--- src/rtl/seg_afterglow_driver.sv ---
// Per-segment PWM driver with afterglow: lit segments run at full duty, and dark
// segments fade out one brightness step every DECAY_DIV PWM frames.
module seg_afterglow_driver #(
    parameter int PWM_BITS  = 4,
    parameter int DECAY_DIV = 4
) (
    input  logic       clock,
    input  logic       reset,
    input  logic       io_enable,
    input  logic [5:0] io_segAtoF,
    output logic [5:0] io_segOut,
    output logic       io_frame
);
    localparam int MAX   = (1 << PWM_BITS) - 1;
    localparam int DIV_W = (DECAY_DIV > 1) ? $clog2(DECAY_DIV) : 1;
    localparam logic [PWM_BITS-1:0] PWM_LAST = PWM_BITS'(MAX - 1);
    localparam logic [PWM_BITS-1:0] B_FULL   = PWM_BITS'(MAX);
    localparam logic [DIV_W-1:0]    DIV_LAST = DIV_W'(DECAY_DIV - 1);

    logic [PWM_BITS-1:0] pwm_cnt;
    logic [DIV_W-1:0]    div_cnt;
    logic [5:0]          seg_reg;
    logic [PWM_BITS-1:0] b [6];

    logic frame_end;
    logic decay_step;

    // One-step decrement that stops at zero instead of wrapping to full.
    function automatic logic [PWM_BITS-1:0] sat0_dec(input logic [PWM_BITS-1:0] v);
        return (v == '0) ? '0 : v - 1'b1;
    endfunction

    assign frame_end  = io_enable && (pwm_cnt == PWM_LAST);
    assign decay_step = (div_cnt == DIV_LAST);

    always_ff @(posedge clock or negedge reset) begin
        if (!reset) begin
            pwm_cnt   <= '0;
            div_cnt   <= '0;
            seg_reg   <= '0;
            io_segOut <= '0;
            io_frame  <= 1'b0;
            for (int i = 0; i < 6; i++) begin
                b[i] <= '0;
            end
        end else begin
            seg_reg <= io_segAtoF;
            if (io_enable) begin
                for (int i = 0; i < 6; i++) begin
                    io_segOut[i] <= (pwm_cnt < b[i]);
                end
                io_frame <= (pwm_cnt == '0);
                pwm_cnt  <= (pwm_cnt == PWM_LAST) ? '0 : pwm_cnt + 1'b1;
                // Brightness only moves at the frame boundary so duty is stable within a frame;
                // a captured lit bit beats a decay step on the same boundary.
                if (frame_end) begin
                    div_cnt <= decay_step ? '0 : div_cnt + 1'b1;
                    for (int i = 0; i < 6; i++) begin
                        b[i] <= seg_reg[i] ? B_FULL : (decay_step ? sat0_dec(b[i]) : b[i]);
                    end
                end
            end else begin
                io_segOut <= '0;
                io_frame  <= 1'b0;
            end
        end
    end
endmodule

--- config.mk ---
export PLATFORM = sky130hd
export DESIGN_NAME = seg_afterglow_driver
export DESIGN_NICKNAME = d
export VERILOG_FILES = /design/src/rtl/seg_afterglow_driver.sv
export SDC_FILE = /design/constraint.sdc
export NUM_CORES = 1
export LEC_CHECK = 0
export ABC_AREA = 1
export BUFFER_PORTS_ARGS = -buffer_cell sky130_fd_sc_hd__buf_4
export CORE_MARGIN = 3
export CORE_UTILIZATION = 55
export CTS_BUF_LIST = sky130_fd_sc_hd__clkbuf_4
export CTS_CLUSTER_SIZE = 24
export DETAILED_ROUTE_END_ITERATION = 16
export HOLD_SLACK_MARGIN = 0.06
export PLACE_DENSITY = 0.73
export SETUP_SLACK_MARGIN = 0.3
export SYNTH_ARGS = -nofsm -noshare
export SYNTH_HDL_FRONTEND = slang
export SYNTH_SLANG_ARGS = --single-unit
export TNS_END_PERCENT = 1
--- constraint.sdc ---
create_clock -name clock -period 1.47 [get_ports clock]
set_input_delay 0.0735 -clock clock [delete_from_list [all_inputs] [get_ports clock]]
set_output_delay 0.0735 -clock clock [all_outputs]
set_load 0.05 [all_outputs]
Word-level counts from Yosys, hierarchy flattened. Index checks and enable logic that the tools add are counted.

$add $sub $neg: 8. Order comparisons: 6. Equal/unequal tests: 2. Mux-type cells: 22. Reduce and logical (&&, ||, !) cells: 21.

Operator list (count): two-way mux 4 bit (19); zero test 4 bit (7); < comparator 4 bit (6); subtractor 4 x 1 -> 4 bit (second input constant) (6); AND reduction 3 bit (6); nonzero test 2 bit (6); two-way mux 6 bit (1); adder 4 x 1 -> 4 bit (second input constant) (1); == test 4 bit (second input constant) (1); adder 2 x 1 -> 2 bit (second input constant) (1); == test 2 bit (second input constant) (1); two-way mux 2 bit (1); AND reduction 2 bit (1); logical AND 1 bit (1); two-way mux 1 bit (1).

Bits in registers: 43. Bits of input ports: 9. Output and inout port bits: 7.

Depth between registers and ports, before layout. Gate-level depths: netlist (run 1).

Word-level depth: 4. Depth in mapped cells: 7. Gate-level depth less buffers: 7.

Least setup slack after synthesis (run 1). No wires, ideal clock.

Kind: register to register. Start: register div_cnt[0]. End: register b[14] in the netlist's numbering. Library setup time: 0.065 ns. Data arrival time: 1.103 ns. Setup slack: 0.302 ns. Stages on the path, launching flop included: 7. Path through: dfrtp_1 ha_1 nor2_1 inv_1 nand2_2 nand2_1 nand2_1.

Cells in the longest elaborated chain, start to end: 3.

Ends and longest elaborated chain: from (decl) (line 21) `logic [DIV_W-1:0] div_cnt;`; from (signal assigned) (line 57) `div_cnt <= decay_step ? '0 : div_cnt + 1'b1;`; == test 2 bit (line 34) `assign decay_step = (div_cnt == DIV_LAST);`; nonzero test 2 bit (no source line); AND reduction 3 bit (no source line); to (signal, indexed assignment) (line 59) `b[i] <= seg_reg[i] ? B_FULL : (decay_step ? sat0_dec(b[i]) : b[i]);`; to (decl) (line 23) `logic [PWM_BITS-1:0] b [6];`.

No other way between the ends. A chain may end at the register's enable or synchronous reset.

Worst setup path after layout (run 1).
Start: register pwm_cnt[3]. End: register io_segOut[1].

Cells in the longest elaborated chain, start to end: 2.

Ends and longest elaborated chain: from (decl) (line 20) `logic [PWM_BITS-1:0] pwm_cnt;`; from (signal assigned) (line 53) `pwm_cnt <= (pwm_cnt == PWM_LAST) ? '0 : pwm_cnt + 1'b1;`; < comparator 4 bit (line 50) `io_segOut[i] <= (pwm_cnt < b[i]);`; two-way mux 6 bit (line 48) `if (io_enable) begin`; to (signal, indexed assignment) (line 50); to (decl) (line 11) `output logic [5:0] io_segOut,`.

No other way between the ends.

==> reports/metrics.cfg, run 1 <==
[run_status]
status = finished, final reports clean

[logic_synthesis]
ys_seq_area_frac = 0.414
synth.distinct_cells = 17
async_flop_share = 1.00
synth_top_area_cell = dfrtp_1
syn-cell-area_sq_um = 2600
netlist.area_leader.share = 0.414
ys_top_cells_by_area = dfrtp_1 (41%), nand2_1 (22%), ha_1 (9.1%)
ys_seq_elements = 43
yosysWarnings = 0
postSynthCellCount = 365
ys_top_cells_by_count = nand2_1 (155), inv_1 (53), dfrtp_1 (43)
yosysMostFrequentCell = nand2_1
synth_enable_flop_cells = 0
yosys_most_used_dff = dfrtp_1
syn_area_per_cell_sq_um = 7.12
synth_nets = 393

[sta]
layout_min_cycle_time_ns = 1.28
slew_viol_final = 0
setup_viol = 0
holdWs_ns = 0.231
rsz0062_at_grt = yes
tns_ns = 0
worst_pin_slew_ns = 0.544
maxSlewHeadroom = 0.637
setup_slack_ns = 0.193
hold_violations = 0
skew_ns = 0.0137
fin_crit_sh = 0.869
max_freq_mhz = 783

[final_layout]
final_cells = 458
antenna_cells = 0
final_net_count = 433
largest_reg_flops = 24
ff_latch_area_sq_um = 1080
area_delta_synth_final_pct = 19.4
nFillCells = 367
drive_above_1_share = 0.165
multi_input_area_sq_um = 1390

[pwr]
p_clk_frac = 0.090
p_sw_mw = 3.06
netSwitchingFraction = 0.475
ir_drop_v = 0.00111
p_leak_nw = 1.70
powerDensity_nw_per_um2 = 2080
p_int_mw = 3.39
combPwrFrac = 0.569
finalPower_mw = 6.45
seqPwrFrac = 0.342

[floorplan]
fp.dieW_microns = 74.7
std_cell_rows = 24
core_area_sq_um = 4440
pin_count = 16
dieArea_sq_um = 5590
die_y_microns = 74.7
start_util = 0.585

[clock_network]
cts.sinks = 43
clock_latency_ns = 0.37
h-tree-depth = 2
cts-buffers-inserted = 5
cts_max_path_buffers = 2
cts_root_buf = clkbuf_4
tritoncts = yes
cts.clk_slew.worst_paths_ns = 0.13

[place]
portBuffers = 15
dpl_worst_slack_ns = 0.106
dp_hpwl_mm = 3.47
globalplace.congestion = 0.869
dp_cells = 435

[setup_path]
required_ns = 1.77
critical_path_buf_inv_count = 1
cp_top_family = flip-flops
cp_slowest_cell = dfrtp_2
cp_max_fo = 5
path_cells = clkbuf_4 > ha_1 > a21oi_1 > nand2_1 > nor2_1
cp_data_arrival_time_ns = 1.57
cp-start-kind = register
cpPeakStageDelay_ns = 0.43
end_kind = register
r2r_slack_ns = 0.19
crit_type = register to register

[global_routing]
busiest_layer = met2
grt_overflow_total = 0
grt_usage = 0.209
gr-usage-met2 = 0.359
grt_pass1_vias = 2119
grt_use_met3 = 0.0280
grt_max_degree = 44
antenna_found_initial = 0
grt_use_met1 = 0.270
grt_pass1_wl_mm = 9.05

[routing]
via_count = 2263
wire_per_inst_microns = 11.4
final_antenna_net_count = 0
first_pass_iters = 5
drc = 0
first_iter_violations = 105
wirelength_mm = 5.21
vias_per_cell = 4.94

[run]
maxCapViolations = 0

[worst_hold_path]
hold_path_class = primary input to async pin

## per-layer routing
metal  part of all wire  wire length [microns]
met4              0.012                     62
met5                  0                      0
met3              0.031                    159
met2               0.47                   2460
met1               0.48                   2520
## worst register-to-register path: stages (launching register included)
cell and delay, ns:
dfrtp_2 0.43, clkbuf_4 0.18, ha_1 0.30, a21oi_1 0.14
nand2_1 0.07, nor2_1 0.09
## area by class of cell
type / instances / area share
clock buffer: 6 / 0.0145
timing repair buffer: 35 / 0.0988
inverter: 55 / 0.0666
clock inverter: 2 / 0.00242
tap: 52 / 0.0210
multi-input combinational: 265 / 0.449
sequential: 43 / 0.348
## logic make-up after synthesis
| family | count (synthesis) | synth area share |
|---|---|---|
| adders and majority gates | 19 | 0.0915 |
| AOI/OAI and AO/OA | 14 | 0.0279 |
| buffers and inverters | 57 | 0.0896 |
| DFF | 43 | 0.414 |
| and+or+nand+nor | 232 | 0.377 |
## power groups by stage
stage               Sequential, mW  Clock [mW]  Combinational [mW]
floorplan                     2.35           0                2.28
detailed placement            2.25           0                3.17
finish                        2.20       0.578                3.67
global route                  2.27       0.641                4.25
global placement              2.25           0                3.08
CTS                           2.18       0.591                3.56
## timing repair
item | CTS | global route
hold buffers | 8 | 0
resized for setup | 20 | 4
cloned | 0 | 0
pin swaps | 7 | 3
setup buffers | 7 | 0
endpoints found under the setup margin | 35 | 34
endpoints found under the hold margin | 53 | 0
## final timing paths
kind / from / to / cells past startpoint
setup / recovery: pwm_cnt[3] / io_segOut[1] / 5
hold / removal: reset / pwm_cnt[0] / 2
setup reg to reg: pwm_cnt[3] / io_segOut[1] / 5
hold reg to reg: div_cnt[1] / div_cnt[1] / 2
max in group asynchronous: reset / pwm_cnt[2] / 2
min in group clock: io_segAtoF[5] / seg_reg[5] / 2
## metrics by stage
step	cell area (sq um)	utilization
after detailed placement	2800	0.630
after CTS	3070	0.691
after global routing	3100	0.698
after global placement	2800	0.630
final	3100	0.698
after floorplan	2600	-
## cells in the final DEF, fill, tap and decap left out, types with 2 or more instances in the layout
master / netlist / routed
ha_4: 0 / 5
nor2_2: 3 / 8
nand3_1: 29 / 29
dfrtp_2: 0 / 3
clkbuf_4: 0 / 7
nand2_2: 7 / 7
inv_2: 2 / 2
nor2_4: 5 / 7
nor2_1: 31 / 24
nand2_1: 155 / 155
buf_4: 0 / 22
dfrtp_1: 43 / 40
o21ai_0: 7 / 7
inv_1: 53 / 53
a21oi_1: 6 / 6
dlygate4sd3_1: 0 / 8
clkinv_1: 0 / 2
ha_1: 19 / 13
buf_6: 1 / 3
No activity file was read; power rests on OpenSTA's default activity.
==> run 2: changes to the inputs <==
Settings changed: CORE_UTILIZATION 55 to 25, PLACE_DENSITY 0.73 to not set, REMOVE_ABC_BUFFERS set to 1, SLEW_MARGIN set to 25.
==> run 2 against run 1 <==
- non-clock buffer count fell by 3
- routed wire length grew 2.7%
- register-to-register slack better by 0.02 ns
- utilization fell by 38 points
- design area rose by 3.4%
- sequential cell count unchanged
- clock power increased by 2%
- via count shrank 1.6%
==> reports/metrics.cfg, run 2 (synthesized netlist as in run 1, its figures left out) <==
[run_status]
status = finished, final reports clean

[final_layout]
final_cell_mix = nand2_1 (155), inv_1 (53), dfrtp_1 (40), nand3_1 (28), nor2_1 (24)
antenna_cells = 0  ; unchanged
largest_reg_flops = 24  ; unchanged
final_common_cell = nand2_1
stdcell_area_sq_um = 3210  ; +3.4%
area_delta_synth_final_pct = 23.4
drive_above_1_share = 0.161  ; -0.00373
post-route-util = 0.322  ; -0.376
final_cells = 536  ; +17%
final_net_count = 430  ; -0.69%

[setup_path]
regToRegEndpoint = b[4]
cp_max_fo = 9  ; +4
cp_slowest_cell = dfrtp_2
critPathLaunch = pwm_cnt[3]
end_kind = register
r2r_cells = 7  ; +2
cp_top_family = simple AND/OR/NAND/NOR gates
required_ns = 1.76  ; about the same
critical_path_buf_inv_count = 1  ; unchanged
worst-path-stages = 7  ; +2
r2r_slack_ns = 0.22  ; +0.02 ns
worstReg2RegStart = pwm_cnt[3]
cp_data_arrival_time_ns = 1.54  ; -0.03 ns
crit_top_cell = nand2_1
cpPeakStageDelay_ns = 0.39  ; -0.04 ns
cp-start-kind = register
crit_type = register to register
path_cells = buf_6 > nand2_1 > nor2_4 > nand2_8 > nor2_4 > nand2_1 > nand2_1
cp-endpoint = b[4]

[place]
globalplace.congestion = 0.821  ; -5.6%
dp_cells = 515  ; +18%
dpl_worst_slack_ns = 0.101  ; -0.00465 ns
dp_hpwl_mm = 3.79  ; +9.0%
placed_area_sq_um = 2910  ; +3.8%
portBuffers = 15  ; unchanged

[global_routing]
grt_pass1_vias = 2021  ; -4.6%
grt_pass1_wl_mm = 9.17  ; +1.3%
busiest_layer = met2
antenna_found_initial = 0  ; unchanged
grt_max_degree = 44  ; unchanged
grt_overflow_total = 0  ; unchanged
grt_use_met3 = 0.0233  ; -0.00475
grt_usage = 0.0977  ; -0.112
grt_use_met1 = 0.129  ; -0.141
gr-usage-met2 = 0.163  ; -0.197

[pwr]
seqPwrFrac = 0.349  ; +0.007
p_leak_nw = 1.69  ; -0.50%
p_int_mw = 3.34  ; -1.4%
netSwitchingFraction = 0.477  ; +0.00207
combPwrFrac = 0.559  ; -0.010
p_sw_mw = 3.05  ; -0.61%
ir_drop_v = 0.000547  ; -50%
powerDensity_nw_per_um2 = 1990  ; -4.3%
p_clk_frac = 0.092  ; +0.002

[floorplan]
dieArea_sq_um = 11700  ; +110%
fp.dieW_microns = 108  ; +44%
std_cell_rows = 36  ; +50%
pin_count = 16  ; unchanged
core_area_sq_um = 9950  ; +120%
start_util = 0.261  ; -0.324
die_y_microns = 108  ; +44%

[clock_network]
h-tree-depth = 2  ; unchanged
tritoncts = yes
clock_latency_ns = 0.35  ; -0.02 ns
cts_max_path_buffers = 2  ; unchanged
cts-buffers-inserted = 5  ; unchanged
cts_root_buf = clkbuf_4
cts.clk_slew.worst_paths_ns = 0.13  ; about the same
cts.sinks = 43  ; unchanged

[sta]
maxSlewHeadroom = 0.625  ; -0.0126
tns_ns = 0  ; unchanged
fin_crit_sh = 0.852  ; -0.0164
hold_violations = 0  ; unchanged
layout_min_cycle_time_ns = 1.25  ; -0.0242 ns
rsz0062_at_grt = yes
setup_slack_ns = 0.217  ; +0.0242 ns
skew_ns = 0.0108  ; -0.00290 ns
slew_viol_final = 0  ; unchanged
max_freq_mhz = 798  ; +1.9%
worst_pin_slew_ns = 0.563  ; +0.0190 ns
setup_viol = 0  ; unchanged

[worst_hold_path]
hold_path_class = primary input to async pin

[routing]
vias_per_cell = 4.15  ; -16%
final_antenna_net_count = 0  ; unchanged
wire_per_inst_microns = 9.97  ; -12%
first_iter_violations = 96  ; -8.6%
wirelength_mm = 5.35  ; +2.7%
drc = 0  ; unchanged
first_pass_iters = 4  ; -1
via_count = 2227  ; -1.6%

[run]
maxCapViolations = 0  ; unchanged

==> run 2: power by group through the flow <==
stage	Clock, mW	Combinational, mW	Sequential (mW)
CTS	0.619	3.50	2.21
detailed placement	0	3.16	2.28
floorplan	0	2.26	2.35
global route	0.664	4.22	2.31
finish	0.589	3.57	2.23
global placement	0	3.07	2.28
==> run 2: how the worst min path moves through the flow <==
| stage | from | endpoint | cells past startpoint |
|---|---|---|---|
| after detailed placement | reset | b[2] | 1 |
| after global placement | reset | b[2] | 1 |
| after floorplan | reset | b[0] | 0 |
| final | reset | b[2] | 2 |
| after CTS | reset | io_segOut[2] | 2 |
| after global routing | reset | b[1] | 2 |
==> run 2: per-stage QoR <==
step           power, mW  hold slack [ns]
4_1_cts             6.33            0.262
3_3_place_gp        5.35            0.108
6_report            6.38            0.247
5_1_grt             7.20            0.304
2_1_floorplan       4.61           -0.222
3_5_place_dp        5.44            0.116
==> run 2: timing repair <==
item / in CTS / in global routing
endpoints found under the setup margin: 36 / 33
resized for setup: 18 / 11
pin swaps: 10 / 4
buffers inserted: 4 / 1
hold endpoints to repair: 52 / 0
hold buffers: 8 / 0
==> run 2: final cells by class <==
cell class | count | area [sq um]
Clock buffer | 6 | 45.0
Clock inverter | 2 | 7.51
Fill cell | 1050 | 6750
Inverter | 55 | 206
Multi-Input combinational cell | 265 | 1400
Sequential cell | 43 | 1080
Tap cell | 133 | 166
Timing Repair Buffer | 32 | 300
==> run 2: routing by layer <==
layer  wire length (microns)  share of wire
met1                    2650           0.50
met2                    2510           0.47
met3                     165          0.031
met4                      25         0.0047
met5                       0              0
